`src/rtl/multdiv_pkg.sv`:
```
// rtl/multdiv_pkg.sv - shared widths, FSM states and radix-4 Booth select encoding for the multiplier
package multdiv_pkg;

    localparam int MULT_WIDTH = 32;
    localparam int MULT_ITERS = 16;
    localparam int CNT_WIDTH  = 6;
    localparam int ACC_WIDTH  = MULT_WIDTH + 2;
    localparam int PROD_WIDTH = ACC_WIDTH + MULT_WIDTH + 1;

    typedef enum logic [1:0] {
        IDLE,
        RUN,
        DONE
    } mult_state_e;

    typedef enum logic [2:0] {
        BOOTH_ZERO,
        BOOTH_POS1,
        BOOTH_POS2,
        BOOTH_NEG1,
        BOOTH_NEG2
    } booth_sel_e;

    function automatic booth_sel_e booth_select(input logic [2:0] bits);
        case (bits)
            3'b001, 3'b010: return BOOTH_POS1;
            3'b011:         return BOOTH_POS2;
            3'b100:         return BOOTH_NEG2;
            3'b101, 3'b110: return BOOTH_NEG1;
            default:        return BOOTH_ZERO;
        endcase
    endfunction

endpackage

```
`src/rtl/booth_recode.sv`:
```
// rtl/booth_recode.sv - radix-4 Booth digit decode into negate/double/zero controls
import multdiv_pkg::*;

module booth_recode (
    input  logic [2:0] bits,
    output logic       neg,
    output logic       dbl,
    output logic       zero
);

    booth_sel_e sel;

    always_comb begin
        sel  = booth_select(bits);
        neg  = 1'b0;
        dbl  = 1'b0;
        zero = 1'b0;
        case (sel)
            BOOTH_POS1: ;
            BOOTH_POS2: dbl = 1'b1;
            BOOTH_NEG1: neg = 1'b1;
            BOOTH_NEG2: begin
                neg = 1'b1;
                dbl = 1'b1;
            end
            default:    zero = 1'b1;
        endcase
    end

endmodule

```
`src/rtl/multiplier_booth.sv`:
```
// rtl/multiplier_booth.sv - 16-cycle radix-4 Booth signed multiplier; MULT_EXCEPTION_EN enables overflow flag
import multdiv_pkg::*;

module multiplier_booth (
    input  logic                  clock,
    input  logic                  reset,
    input  logic [MULT_WIDTH-1:0] data_operandA,
    input  logic [MULT_WIDTH-1:0] data_operandB,
    input  logic                  ctrl_MULT,
    output logic [MULT_WIDTH-1:0] data_result,
    output logic                  data_exception,
    output logic                  data_resultRDY,
    output logic [CNT_WIDTH-1:0]  counter
);

    mult_state_e state, next_state;

    logic [MULT_WIDTH-1:0]        a_reg;
    logic [PROD_WIDTH-1:0]        prod;
    logic                         neg, dbl, zero;
    logic signed [ACC_WIDTH-1:0]  a_ext, a_mag, addend, upper_sum;
    logic signed [PROD_WIDTH-1:0] sum_prod, next_prod;
    logic                         last_step;

    booth_recode u_booth_recode (
        .bits (prod[2:0]),
        .neg  (neg),
        .dbl  (dbl),
        .zero (zero)
    );

    // Two guard bits let +/-2A of the most negative operand fit without wrapping.
    always_comb begin
        a_ext     = {{2{a_reg[MULT_WIDTH-1]}}, a_reg};
        a_mag     = dbl ? (a_ext <<< 1) : a_ext;
        addend    = zero ? '0 : (neg ? -a_mag : a_mag);
        upper_sum = prod[PROD_WIDTH-1 -: ACC_WIDTH] + addend;
        sum_prod  = {upper_sum, prod[MULT_WIDTH:0]};
        next_prod = sum_prod >>> 2;
    end

    assign last_step = (counter == CNT_WIDTH'(MULT_ITERS - 1));

    always_ff @(posedge clock or posedge reset) begin
        if (reset) state <= IDLE;
        else       state <= next_state;
    end

    always_comb begin
        next_state = state;
        case (state)
            IDLE:    if (ctrl_MULT) next_state = RUN;
            RUN:     if (ctrl_MULT) next_state = RUN;
                     else if (last_step) next_state = DONE;
            DONE:    next_state = ctrl_MULT ? RUN : IDLE;
            default: next_state = IDLE;
        endcase
    end

    // Final product sits in prod[64:1]; the low half is captured on the step that completes it.
    always_ff @(posedge clock or posedge reset) begin
        if (reset) begin
            a_reg       <= '0;
            prod        <= '0;
            counter     <= '0;
            data_result <= '0;
        end else if (ctrl_MULT) begin
            a_reg   <= data_operandA;
            prod    <= {{ACC_WIDTH{1'b0}}, data_operandB, 1'b0};
            counter <= '0;
        end else if (state == RUN) begin
            prod    <= next_prod;
            counter <= counter + 1'b1;
            if (last_step) data_result <= next_prod[MULT_WIDTH:1];
        end
    end

`ifdef MULT_EXCEPTION_EN
    logic exc_reg;

    always_ff @(posedge clock or posedge reset) begin
        if (reset) begin
            exc_reg <= 1'b0;
        end else if (!ctrl_MULT && state == RUN && last_step) begin
            exc_reg <= (next_prod[2*MULT_WIDTH:MULT_WIDTH+1] != {MULT_WIDTH{next_prod[MULT_WIDTH]}});
        end
    end

    assign data_exception = exc_reg;
`else
    assign data_exception = 1'b0;
`endif

    assign data_resultRDY = (state == DONE);

endmodule

```
`config.mk`:
```
export PLATFORM = sky130hd
export DESIGN_NAME = multiplier_booth
export DESIGN_NICKNAME = d
export VERILOG_FILES = /design/src/rtl/multdiv_pkg.sv /design/src/rtl/booth_recode.sv /design/src/rtl/multiplier_booth.sv
export SDC_FILE = /design/constraint.sdc
export NUM_CORES = 1
export LEC_CHECK = 0
export CAP_MARGIN = 20
export CORE_MARGIN = 4
export CORE_UTILIZATION = 55
export DETAILED_ROUTE_END_ITERATION = 6
export PLACE_DENSITY = 0.89
export SLEW_MARGIN = 25
export SYNTH_ARGS = -nofsm -noshare
export SYNTH_HDL_FRONTEND = slang
export SYNTH_SLANG_ARGS = --single-unit
```
`constraint.sdc`:
```
create_clock -name clock -period 16.4 [get_ports clock]
set_input_delay 1.64 -clock clock [delete_from_list [all_inputs] [get_ports clock]]
set_output_delay 1.64 -clock clock [all_outputs]
set_load 0.03 [all_outputs]
```
==> results of run 1 <==
## cell usage in the layout, fill, tap and decap left out, types with 5 or more instances in the layout
| cell type | count |
|---|---|
| a211oi_1 | 8 |
| a21boi_0 | 6 |
| a21o_1 | 34 |
| a21oi_1 | 76 |
| a22oi_1 | 5 |
| a31oi_1 | 14 |
| and2_1 | 6 |
| and3_1 | 5 |
| buf_4 | 10 |
| clkbuf_16 | 17 |
| clkdlybuf4s50_1 | 104 |
| dfrtp_1 | 137 |
| ha_1 | 35 |
| inv_1 | 10 |
| inv_6 | 7 |
| mux2_2 | 35 |
| mux2i_1 | 42 |
| nand2_1 | 242 |
| nand3_1 | 19 |
| nand4_1 | 15 |
| nor2_1 | 60 |
| nor2b_1 | 7 |
| nor3_1 | 20 |
| nor3b_1 | 8 |
| o21a_1 | 5 |
| o21ai_0 | 96 |
| or3_1 | 12 |
| xnor2_1 | 19 |
| xor2_1 | 23 |
## power by group through the flow
stage	Clock, mW	Sequential [mW]	Combinational (mW)
2_1_floorplan	0	0.420	0.391
3_3_place_gp	0	0.436	0.478
3_5_place_dp	0	0.438	0.490
4_1_cts	0.379	0.433	0.495
5_1_grt	0.397	0.440	0.560
6_report	0.375	0.434	0.501
## through the flow
step	total power, mW	cell area, µm²
final	1.31	10900
after floorplan	0.812	9290
after global placement	0.914	10400
after detailed placement	0.928	10400
after global routing	1.40	10900
after CTS	1.31	10900
## worst max-delay path, delay by kind of cell (launching register included)
family / cells / cell delay, ps
fa+ha+maj: 2 / 770
flops: 1 / 360
buf+inv: 1 / 250
xor+xnor: 1 / 150
simple gates: 6 / 2380
compound gates: 9 / 1750
mux: 2 / 500
## final timing paths
path	to	start	cells past startpoint	slack [ps]
worst max-delay path	prod[65]	prod[2]	21	10090
worst min-delay path	data_result[27]	data_result[27]	2	480
worst max register to register	prod[65]	prod[2]	21	10090
worst min register to register	data_result[27]	data_result[27]	2	480
max in group asynchronous	a_reg[23]	reset	3	13520
min in group asynchronous	data_result[7]	reset	2	1750
## metal layers
layer  vias to the layer above  GRT usage (%)  routed length, µm  share of wire [%]
met5                         -              0                  0                  0
met4                         0           11.4                908                3.7
met3                        66           6.68               1940                8.0
met2                       369           42.1              11200                 46
met1                      4017           35.1              10400                 43
li1                       4029              -                  -                  -
## cell usage after synthesis, types with 3 or more instances
master    number  area (µm²)
nand2_1      242         908
dfrtp_1      137        3430
o21ai_0       96         480
a21oi_1       76         380
nor2_1        60         225
clkbuf_1      56         210
mux2i_1       42         420
ha_1          35         438
mux2_2        35         394
a21o_1        34         255
xor2_1        23         201
nor3_1        20         100
xnor2_1       20         175
nand3_1       19        95.1
nand4_1       15        93.8
a31oi_1       14        87.6
buf_1         12        45.0
inv_1         12        45.0
or3_1         12        75.1
a211oi_1       8        60.1
nor2b_1        8        50.1
nor3b_1        8        60.1
a21boi_0       6        45.0
and2_1         6        37.5
buf_2          6        30.0
a22oi_1        5        37.5
and3_1         5        31.3
o21a_1         5        37.5
o211ai_1       4        30.0
o221ai_1       4        35.0
a311oi_1       3        26.3
buf_6          3        33.8
nand2b_1       3        18.8
nor4_1         3        18.8
o22ai_1        3        18.8
o32a_1         3        30.0
or2_2          3        18.8
or2b_1         3        22.5
## cells by family (layout without fill, tap and decap cells)
logic type | Yosys count | in the layout | synth area share, %
AO/OA/AOI/OAI | 295 | 295 | 20.0
XOR/XNOR | 43 | 43 | 4.05
adder cells (fa/ha/maj) | 36 | 36 | 4.93
buffers and inverters | 92 | 159 | 4.12
flip-flops | 137 | 137 | 36.9
multiplexers | 79 | 79 | 9.01
other | 1 | 1 | 0.0404
AND/OR/NAND/NOR | 423 | 423 | 21.0
## layout make-up
cell class / count / area, µm²
Inverter: 13 / 53.8
Fill cell: 1315 / 5650
Multi-Input combinational cell: 877 / 5500
Clock buffer: 18 / 429
Sequential cell: 137 / 3430
Tap cell: 220 / 275
Timing Repair Buffer: 114 / 1120
Clock inverter: 14 / 134
==> flow_summary.yaml, run 1 <==
detailed_routing:
  avgRoutedWirePerCell_um: 17.5
  dr.pass1.iters: 5
  wl_mm: 24.4
  antenna_left: 0
  drtIter0Drc: 729
  drcViolationCount: 0
  viasPerCell: 6.09
  route.vias.total: 8481
die:
  die_y_um: 138
  io_pins: 107
  fp.coreArea_um2: 16600
  initial_core_util_pct: 56.0
  row_count: 47
  die_area_um2: 19000
  die_w_um: 138
yosys:
  syn_nets: 1209
  synth_seq_cells: 137
  ys_async_sr_fraction_pct: 100
  avgSynthCellArea_um2: 8.40
  seq_area_frac_synth_pct: 36.9
  synth_edf_count: 0
  synth.distinct_cells: 79
  synthFlopType: "dfrtp_1"
  ys_warn_count: 0
  syn-cell-area_um2: 9290
  syn_inst: 1106
timing:
  fin_crit_sh_pct: 38.5
  finalSetupTns_ps: 0
  postLayoutSetupSlackWorst_ps: 10090
  rsz0062_at_grt: "false"
  hold_viol: 0
  slew_violations: 0
  worstMarginPinSlew_ps: 962
  period_needed_ps: 6310
  hold-worst-slack_ps: 476
  fmax_mhz: 159
  setup_viol: 0
  max-slew-margin-rel_pct: 35.4
  fin_skew_ps: 16.3
global_routing:
  grtUsageTotal_pct: 26.7
  antenna_found_initial: 0
  grt_pass1_wl_mm: 40.5
  grt_max_degree: 94
  grt_overflow: 0
  grt_pass1_vias: 8222
critical_path:
  critPathArrivalTime_ps: 6600
  critPathLaunchType: "flop"
  path_class: "reg -> reg"
  cp_max_fo: 40
  crit_chain: "buf_4 -> or3b_1 -> nand2_1 -> a21oi_1 -> ha_1 -> nand4_4 -> or2_2 -> or3_1 -> nand2_1 -> xor2_1 -> o21ai_0 -> ha_1 -> a21o_1 -> a21o_1 -> a21oi_1 -> o21ai_0 -> a31oi_1 -> o31a_1 -> o21ai_0 -> mux2i_1 -> mux2_1"
  cpMostUsedCell: "o21ai_0"
  cpPeakStageDelay_ps: 780
  cp_slowest_cell: "or3b_1"
  endpoint_kind: "flop"
  critPathRequiredTime_ps: 16700
finish:
  diodes: 0
  largest_register_ffs: 65
  fin_util_pct: 65.9
  syn_to_final_growth_pct: 17.7
  instances_no_fill: 1393
  layout-drive-gt1-share_pct: 8.53
  final_nets: 1263
worst_hold_path:
  worstHoldPathType: "reg -> reg"
clock_tree:
  clock_sink_count: 137
  clk_latency_ps: 430
  clock_path_buffers: 2
  cts_hold_buffers: 0
  cts_made_buffers: 17
  clk_pin_slew_ps: 60
  cts_setup_buffers: 0
  tritoncts: "built"
  clockRootBuffer: "clkbuf_16"
  cts-resized-gates: 0
  h-tree-depth: 4
power:
  ir_worst_vdd_mv: 0.0884
  p_comb_share_pct: 38.2
  power_density_nw_per_um2: 120
  p_int_uw: 815
  pwr-share-clk_pct: 28.6
  netSwitchingPower_uw: 495
  switching_share_pct: 37.8
  seqPwrFrac_pct: 33.1
  p_leak_nw: 5.17
run:
  maxCapViolations: 0
place:
  gp_congestion: 0.924
  placedCellCount: 1361
  numPortBuffers: 105
  dp_hpwl_mm: 16.7
  dpl_worst_slack_ps: 10200
status:
  outcome: "completed"
No activity file was read; power rests on OpenSTA's default activity.
==> inputs of run 2 (changes only) <==
--- a/config.mk
+++ b/config.mk
@@ -7,7 +7,7 @@
 export LEC_CHECK = 0
 export CAP_MARGIN = 20
 export CORE_MARGIN = 4
-export CORE_UTILIZATION = 55
+export CORE_UTILIZATION = 52
 export DETAILED_ROUTE_END_ITERATION = 6
 export PLACE_DENSITY = 0.89
 export SLEW_MARGIN = 25
==> constraint.sdc (replaced) <==
create_clock -name clock -period 5.63 [get_ports clock]
set_input_delay 0.563 -clock clock [delete_from_list [all_inputs] [get_ports clock]]
set_output_delay 0.563 -clock clock [all_outputs]
set_load 0.03 [all_outputs]
==> flow_summary.yaml, run 2 (same netlist as run 1, synthesis figures left out) <==
die:
  io_pins: 107
  initial_core_util_pct: 53.3
  die_w_um: 142
  row_count: 48
  die_area_um2: 20100
  die_y_um: 142
  fp.coreArea_um2: 17400
detailed_routing:
  wl_mm: 25.5
  drtIter0Drc: 769
  antenna_left: 0
  drcViolationCount: 0
  route.vias.total: 8476
  viasPerCell: 6.02
  avgRoutedWirePerCell_um: 18.1
  dr.pass1.iters: 7
critical_path:
  rr_worst_depth: 19
  crit_chain: "and3b_1 -> nor2_1 -> nand2_1 -> ha_1 -> nand4_4 -> or2_2 -> nand2_1 -> xor2_1 -> o211ai_1 -> ha_1 -> and2_1 -> and3_1 -> a221o_1 -> a41o_1 -> a221o_1 -> a221oi_2 -> o21ai_0 -> a21o_1 -> a211o_1"
  cp_slowest_cell: "dfrtp_1"
  critPathArrivalTime_ps: 5580
  cp_max_fo: 15
  cpPeakStageDelay_ps: 570
  r2r_start: "prod[1]"
  r2r_end: "prod[54]"
  critPathLaunchType: "flop"
  rrSetupSlack_ps: 350
  critPathRequiredTime_ps: 5940
  path_class: "reg -> reg"
  endpoint: "prod[54]"
  endpoint_kind: "flop"
  startpoint: "prod[1]"
power:
  p_leak_nw: 5.21
  ir_worst_vdd_mv: 0.292
  power_density_nw_per_um2: 349
  finalPower_mw: 3.84
clock_tree:
  cts_setup_buffers: 0
  cts_made_buffers: 17
  clockRootBuffer: "clkbuf_16"
  clock_path_buffers: 2
  clk_latency_ps: 430
  h-tree-depth: 4
  clock_sink_count: 137
  cts-resized-gates: 0
  clk_pin_slew_ps: 60
  tritoncts: "built"
  cts_hold_buffers: 0
timing:
  rsz0062_at_grt: "false"
  setup_viol: 0
  postLayoutSetupSlackWorst_ps: 354
  max-slew-margin-rel_pct: 34.4
  hold_viol: 0
  slew_violations: 0
  fin_crit_sh_pct: 93.7
  fmax_mhz: 190
  finalSetupTns_ps: 0
  worstMarginPinSlew_ps: 985
  fin_skew_ps: 11.3
  period_needed_ps: 5280
global_routing:
  grt_pass1_wl_mm: 42.2
  grtUsageTotal_pct: 25.9
  grt_max_degree: 88
  grt_pass1_vias: 8319
  grt_overflow: 0
  antenna_found_initial: 0
place:
  postPlaceCellArea_um2: 10500
  gp_congestion: 0.980
  numPortBuffers: 105
  dpl_worst_slack_ps: 423
  dp_hpwl_mm: 17.6
finish:
  fin_util_pct: 63.2
  diodes: 0
  largest_register_ffs: 65
  fin_area_um2: 11000
  final_common_cell: "nand2_1"
  final_nets: 1274
  layout-drive-gt1-share_pct: 9.21
  final_cell_mix: "nand2_1 (242), dfrtp_1 (137), clkdlybuf4s50_1 (104)"
  syn_to_final_growth_pct: 18.5
status:
  outcome: "completed"
run:
  maxCapViolations: 0
worst_hold_path:
  worstHoldPathType: "reg -> reg"
[run 2: cell type report]
cell class	count	area (µm²)
Fill cell	1436	6400
Multi-Input combinational cell	877	5490
Sequential cell	137	3430
Timing Repair Buffer	125	1200
Clock buffer	21	450
Tap cell	225	282
Clock inverter	11	113
Inverter	13	53.8
[run 2: power by group]
group	internal (mW)	switching, mW	leakage [nW]
clock	0.628	0.465	0.267
sequential	1.13	0.141	1.75
combinational	0.648	0.835	3.20
[run 2: stage by stage]
step	instances	hold slack, ps
5_1_grt	1409	506
3_5_place_dp	1377	463
3_3_place_gp	1377	458
2_1_floorplan	1106	450
6_report	1409	482
4_1_cts	1409	482
[run 2: layer usage]
layer,vias to the layer above,share of wire [%],GRT usage (%)
li1,4044,-,-
met1,4038,43,34.2
met2,350,46,41.1
met3,44,8.5,7.45
met4,0,2.6,8.64
met5,-,0,0
[run 2: how the worst min path moves through the flow]
| stage | from | to | slack, ps | cells after the start |
|---|---|---|---|---|
| after floorplan | state[1] | state[0] | 450 | 1 |
| after global placement | data_result[27] | data_result[27] | 460 | 2 |
| after detailed placement | data_result[11] | data_result[11] | 460 | 2 |
| after CTS | data_result[1] | data_result[1] | 480 | 2 |
| after global routing | data_result[11] | data_result[11] | 510 | 2 |
| final | data_result[1] | data_result[1] | 480 | 2 |
[run 2: critical path, delay by kind of cell, from the launching register on]
kind	cells	cell delay, ps
fa+ha+maj	2	640
xor+xnor	1	160
compound gates	8	2010
simple gates	8	1780
flops	1	570
